## src/rtl/cpu_pkg.sv

```systemverilog
// Shared CPU front-end types: PC type, sequencer states and default vectors.
package cpu_pkg;

    typedef logic [31:0] pc_t;

    typedef enum logic [1:0] {
        BOOT = 2'd0,
        REQ  = 2'd1,
        OUT  = 2'd2
    } state_t;

    localparam pc_t PC_INC        = 32'd4;
    localparam pc_t DEF_RESET_VEC = 32'h0000_0000;
    localparam pc_t DEF_EXC_VEC   = 32'h0000_0380;

endpackage

```

## src/rtl/pc_next_sel.sv

```systemverilog
// Next-PC priority mux: exception > redirect > pending redirect > sequential PC+4.
module pc_next_sel
    import cpu_pkg::*;
#(
    parameter pc_t EXC_VEC = DEF_EXC_VEC
) (
    input  logic i_exc,
    input  logic i_redir,
    input  pc_t  i_redir_target,
    input  logic i_pend,
    input  pc_t  i_pend_target,
    input  pc_t  i_pc,
    output pc_t  o_pc_next
);

    always_comb begin
        if (i_exc)
            o_pc_next = EXC_VEC;
        else if (i_redir)
            o_pc_next = i_redir_target;
        else if (i_pend)
            o_pc_next = i_pend_target;
        else
            o_pc_next = i_pc + PC_INC;  // wraps modulo 2^32
    end

endmodule

```

## src/rtl/pc_sequencer.sv

```systemverilog
// Program counter owner: fetches over imem req/ack and hands instructions to decode.
// Build option: define PC_ALIGN_CHECK_EN to trap misaligned redirects and add the misalign output.
module pc_sequencer
    import cpu_pkg::*;
#(
    parameter pc_t RESET_VEC = DEF_RESET_VEC,
    parameter pc_t EXC_VEC   = DEF_EXC_VEC,
    parameter int  MAX_WAIT  = 16
) (
    input  logic        clk,
    input  logic        rst,
    output logic        imem_req,
    output pc_t         imem_addr,
    input  logic        imem_ack,
    input  logic [31:0] imem_rdata,
    output logic        inst_valid,
    output logic [31:0] inst,
    output pc_t         inst_pc,
    input  logic        inst_ready,
    input  logic        stall,
    input  logic        redirect_valid,
    input  pc_t         redirect_target,
    input  logic        exc_valid,
    output logic        timeout,
    output pc_t         pc
`ifdef PC_ALIGN_CHECK_EN
    ,
    output logic        misalign
`endif
);

    localparam int CW = $clog2(MAX_WAIT);

    state_t         r_state;
    pc_t            r_pc;
    logic [31:0]    r_inst;
    pc_t            r_inst_pc;
    logic           r_inst_valid;
    logic [CW-1:0]  r_wait_cnt;
    logic           r_redir_pend;
    logic           r_pend_exc;
    pc_t            r_pend_target;

    state_t         w_state_nxt;
    pc_t            w_pc_nxt;
    pc_t            w_sel_pc;
    logic           w_inst_valid_nxt;
    logic           w_load_inst;
    logic [CW-1:0]  w_wait_nxt;
    logic           w_pend_nxt;
    logic           w_pend_exc_nxt;
    pc_t            w_pend_tgt_nxt;
    logic           w_timeout;
    logic           w_exc;
    logic           w_redir;
    pc_t            w_redir_tgt;
    logic           w_accept;

`ifdef PC_ALIGN_CHECK_EN
    logic w_misalign_ev;
    logic r_misalign;

    // A misaligned redirect is promoted to an exception instead of being followed.
    assign w_misalign_ev = redirect_valid && (redirect_target[1:0] != 2'b00);
    assign w_exc         = exc_valid || w_misalign_ev;
    assign w_redir       = redirect_valid && !w_misalign_ev;
    assign w_redir_tgt   = redirect_target;
    assign misalign      = r_misalign;

    always_ff @(posedge clk or posedge rst) begin
        if (rst)
            r_misalign <= 1'b0;
        else
            r_misalign <= w_misalign_ev && (r_state != BOOT);
    end
`else
    assign w_exc       = exc_valid;
    assign w_redir     = redirect_valid;
    assign w_redir_tgt = redirect_target & ~32'd3;
`endif

    assign w_accept = r_inst_valid && inst_ready && !stall;

    pc_next_sel #(
        .EXC_VEC        (EXC_VEC)
    ) u_next_sel (
        .i_exc          (w_exc),
        .i_redir        (w_redir),
        .i_redir_target (w_redir_tgt),
        .i_pend         (r_redir_pend),
        .i_pend_target  (r_pend_target),
        .i_pc           (r_pc),
        .o_pc_next      (w_sel_pc)
    );

    always_comb begin
        // NOTE: every output of this block gets a default first so no path leaves one unassigned (no latch).
        w_state_nxt      = r_state;
        w_pc_nxt         = r_pc;
        w_inst_valid_nxt = r_inst_valid;
        w_load_inst      = 1'b0;
        w_wait_nxt       = r_wait_cnt;
        w_pend_nxt       = r_redir_pend;
        w_pend_exc_nxt   = r_pend_exc;
        w_pend_tgt_nxt   = r_pend_target;
        w_timeout        = 1'b0;

        case (r_state)
            BOOT: begin
                if (exc_valid)
                    w_pc_nxt = EXC_VEC;
                else
                    w_state_nxt = REQ;
            end
            REQ: begin
                if (imem_ack) begin
                    w_wait_nxt = '0;
                    if (w_exc || w_redir || r_redir_pend) begin
                        // Returned word is wrong-path; refetch from the chosen target.
                        w_pc_nxt       = w_sel_pc;
                        w_pend_nxt     = 1'b0;
                        w_pend_exc_nxt = 1'b0;
                    end else begin
                        w_load_inst      = 1'b1;
                        w_inst_valid_nxt = 1'b1;
                        w_state_nxt      = OUT;
                    end
                end else if (r_wait_cnt == CW'(MAX_WAIT - 1)) begin
                    w_timeout      = 1'b1;
                    w_pc_nxt       = EXC_VEC;
                    w_pend_nxt     = 1'b0;
                    w_pend_exc_nxt = 1'b0;
                    w_wait_nxt     = '0;
                    w_state_nxt    = BOOT;
                end else begin
                    w_wait_nxt = r_wait_cnt + 1'b1;
                    // A pending exception is not displaced by a later plain redirect.
                    if (w_exc || (w_redir && !(r_redir_pend && r_pend_exc))) begin
                        w_pend_nxt     = 1'b1;
                        w_pend_exc_nxt = w_exc;
                        w_pend_tgt_nxt = w_sel_pc;
                    end
                end
            end
            OUT: begin
                if (w_exc || w_redir || w_accept) begin
                    w_pc_nxt         = w_sel_pc;
                    w_inst_valid_nxt = 1'b0;
                    w_state_nxt      = REQ;
                end
            end
            default: w_state_nxt = BOOT;
        endcase
    end

    always_ff @(posedge clk or posedge rst) begin
        if (rst) begin
            r_state       <= BOOT;
            r_pc          <= RESET_VEC;
            r_inst        <= '0;
            r_inst_pc     <= '0;
            r_inst_valid  <= 1'b0;
            r_wait_cnt    <= '0;
            r_redir_pend  <= 1'b0;
            r_pend_exc    <= 1'b0;
            r_pend_target <= '0;
        end else begin
            // NOTE: non-blocking updates so every register samples pre-edge values.
            r_state       <= w_state_nxt;
            r_pc          <= w_pc_nxt;
            r_inst_valid  <= w_inst_valid_nxt;
            r_wait_cnt    <= w_wait_nxt;
            r_redir_pend  <= w_pend_nxt;
            r_pend_exc    <= w_pend_exc_nxt;
            r_pend_target <= w_pend_tgt_nxt;
            if (w_load_inst) begin
                r_inst    <= imem_rdata;
                r_inst_pc <= r_pc;
            end
        end
    end

    assign imem_req   = (r_state == REQ);
    assign imem_addr  = r_pc;
    assign pc         = r_pc;
    assign inst       = r_inst;
    assign inst_pc    = r_inst_pc;
    assign inst_valid = r_inst_valid;
    assign timeout    = w_timeout;

endmodule

```

## config.mk

```make
export PLATFORM = sky130hd
export DESIGN_NAME = pc_sequencer
export DESIGN_NICKNAME = d
export VERILOG_FILES = /design/src/rtl/cpu_pkg.sv /design/src/rtl/pc_next_sel.sv /design/src/rtl/pc_sequencer.sv
export SDC_FILE = /design/constraint.sdc
export NUM_CORES = 1
export LEC_CHECK = 0
export ABC_AREA = 1
export BUFFER_PORTS_ARGS = -buffer_cell sky130_fd_sc_hd__buf_4
export CORE_ASPECT_RATIO = 2
export CORE_MARGIN = 5
export CORE_UTILIZATION = 49
export CTS_CLUSTER_DIAMETER = 100
export DETAILED_ROUTE_END_ITERATION = 6
export PLACE_DENSITY = 0.78
export SLEW_MARGIN = 20
export SYNTH_ARGS = -nofsm -noshare
export SYNTH_HDL_FRONTEND = slang
export SYNTH_HIERARCHICAL = 1
export SYNTH_SLANG_ARGS = --single-unit
```

## constraint.sdc

```tcl
create_clock -name clk -period 4.1 [get_ports clk]
set_input_delay 0.41 -clock clk [delete_from_list [all_inputs] [get_ports clk]]
set_output_delay 0.41 -clock clk [all_outputs]
set_load 0.02 [all_outputs]
```

==> qor.txt <==
Final setup vio count: 0
Clock Pin Slew Worst Setup and Hold Paths: 0.06 ns
Final slew viol count: 0
CTS Sinks: 137
Final WL: 23600 um
Boundary pin count: 202
WP data arrival: 2.89 ns
Vias in the first global route: 7346
Clk Latency, worst-skew pair: 0.42 ns
Initial antenna violation count: 0
Number of buffers created by CTS: 17
Slowest cell on the critical path: nor2_8
CTS tree: done
Worst vdd ir: 0.759 mV
Via count: 7544
DRC viols: 0
Area of the multi-input gates: 3590 um2
Crit-path max FO: 34
Grt total ovfl: 0
Share of post-route cells with drive strength above 1: 0.228
Static Leak: 5.13 nW
Layout Nets: 1293
Ant. Diodes: 0
H-tree level count: 4
Crit end category: register
Slowest cell delay on critical path: 0.47 ns
Cell depth of the worst hold path: 3
Setup slack, reg-to-reg: 1.52 ns
Pin count of the biggest net entering global routing: 100
# Post-CTS Setup Buffers: 0
Setup CP Type: register to register
Worst slew pin tran: 1.06 ns
Skew final: 0.00968 ns
HPWL Detailed: 16100 um
Post-Syn Instances: 1074
Port bufs: 199
Final period utilization: 0.630
CP cell instances: inv_1 -> ha_1 -> inv_2 -> nor2_4 -> nand2_4 -> nor2_8 -> inv_2 -> nand2_1 -> nand2_1
Hold WS: 0.181 ns
Crit-path leading delay family: simple AND/OR/NAND/NOR gates
Reg area: 3430 um2
Synthesis-stage register bit count: 137
DRT Pass-1 Iters: 5
Type of origin of the critical path: register
Mean post-synth cell area: 7.21 um2
Reg2reg end: r_pend_target[10]
Number of core rows: 65
Die width: 98.9 um
Peak Freq: 387 MHz
P per Cell Area: 663 nW/um2
Total Routing Usage GR: 0.253
Post-route ant nets: 0
DR iter-0 viols: 590
CTS max path bufs: 2
Final hold vios: 0
Hold Path Sink: inst[22]
YS warnings: 6
Synthesis-to-finish area growth: 24.1%
Post-cts resize count: 0
Via/cell ratio: 5.28
Relative slew slack: 0.291
Initial Util: 0.494
Core box area: 15700 um2
Max-cap violations: 0
Commonest cells after routing, fill and taps aside: 496 x nand2_1, 205 x buf_4, 137 x dfrtp_1, 76 x nor2_1, 75 x nand3_1
Die Y: 188 um
HP Start: imem_rdata[22]
Netlist cell types: 34
RSZ-0062 raised after global routing: false
DIE AREA: 18600 um2
Hold buffer count at CTS: 0
Worst r2r path cells: 9
Worst hold path type: input port to register
Most common cell after layout, fill and taps aside: nand2_1
Setup_tns: 0 ns
Seq/Total Area, Yosys: 0.443
Period minus WS final: 2.58 ns
Critical Path RT: 4.41 ns
GP Congestion: 0.895
Outcome: finished clean
Global-route wire length before repair: 37700 um
Crit path buf inv count: 3
Fill count: 1409
Post-synthesis instance area: 7750 um2
Drt wl/cell: 16.6 um
Clock root buffer: clkbuf_16
Worst flop-to-flop path startpoint: r_state[1]
-- routing by layer --
layer	vias to the layer above	global-route usage	share of wire
met5	-	0	0
met4	0	0.122	0.036
met3	57	0.0436	0.061
met2	337	0.446	0.53
met1	3541	0.291	0.37
li1	3609	-	-
-- cells in the mapped netlist --
cell type,n,share of area
nand2_1,496,0.24
dfrtp_1,137,0.44
nor2_1,76,0.037
nand3_1,75,0.048
a21oi_1,47,0.030
inv_1,43,0.021
o21ai_0,39,0.025
buf_4,37,0.036
buf_2,25,0.016
clkbuf_1,15,0.0073
nor2_4,9,0.013
buf_6,7,0.010
ha_1,7,0.011
inv_2,7,0.0034
a21oi_2,5,0.0057
nand2_2,5,0.0040
nand2_4,5,0.0073
nor2_2,5,0.0040
xnor2_1,5,0.0057
nand4_1,4,0.0032
o211ai_1,4,0.0039
nor2_8,3,0.0078
o21bai_1,3,0.0029
xor2_1,3,0.0034
nand3b_1,2,0.0019
or2_2,2,0.0016
a21boi_0,1,0.00097
a22o_1,1,0.0011
clkinv_1,1,0.00048
conb_1,1,0.00048
nand3_2,1,0.0013
nor3b_1,1,0.00097
o21ai_1,1,0.00065
or2_1,1,0.00081
-- cell families after synthesis --
group	count (synthesis)	synth area share
compound gates	101	0.0707
other cells	1	0.000484
fa+ha+maj	7	0.0113
xor+xnor	8	0.00905
simple gates	685	0.372
flops	137	0.443
buf+inv	135	0.0942
-- state kept, by name, summed over array words and instances (netlist names) --
signal and count:
r_redir_pend 1, inst 32, r_pend_target 32, inst_valid 1
r_wait_cnt 4, r_pend_exc 1, imem_addr 32, r_state 2
inst_pc 32
-- how the worst max path moves through the flow --
stage,start,to,cells after the start
after detailed placement,r_state[1],r_pend_target[10],9
after global placement,r_state[1],r_pend_target[8],9
after floorplan,rst,imem_addr[0],1
final,r_state[1],r_pend_target[10],9
after CTS,r_state[1],r_pend_target[10],9
after global routing,r_state[1],r_pend_target[10],9
-- worst register-to-register path: cells and delay by family, from the launching register on --
kind                     cells  cell delay, ns
adder cells (fa/ha/maj)      1            0.41
buffers and inverters        3            0.67
flip-flops                   1            0.41
AND/OR/NAND/NOR              5            0.99
-- metrics by stage --
stage               instances  setup slack [ns]  power [mW]  instance area [um2]   util
floorplan                1075            0.0222        3.91                 7750      -
global placement         1397              1.58        4.73                 9010  0.574
detailed placement       1397              1.56        4.79                 9010  0.574
CTS                      1428              1.54        6.40                 9610  0.613
global route             1428              1.30        6.75                 9620  0.613
finish                   1428              1.52        6.38                 9620  0.613
-- layout make-up --
| cell class | instances | area share |
|---|---|---|
| clock inverters | 13 | 0.0174 |
| flip-flops and latches | 137 | 0.356 |
| inverters | 51 | 0.0204 |
| multi-input cells | 803 | 0.374 |
| well taps | 201 | 0.0262 |
| repair buffers | 205 | 0.160 |
| clock buffers | 18 | 0.0457 |
-- where the power goes --
part           leakage, nW  switching, mW  internal [mW]
Sequential            1.82          0.420           1.82
Clock                0.294          0.617          0.976
Combinational         3.02           1.64          0.899
Note: power is estimated with default switching activity, not from simulation.
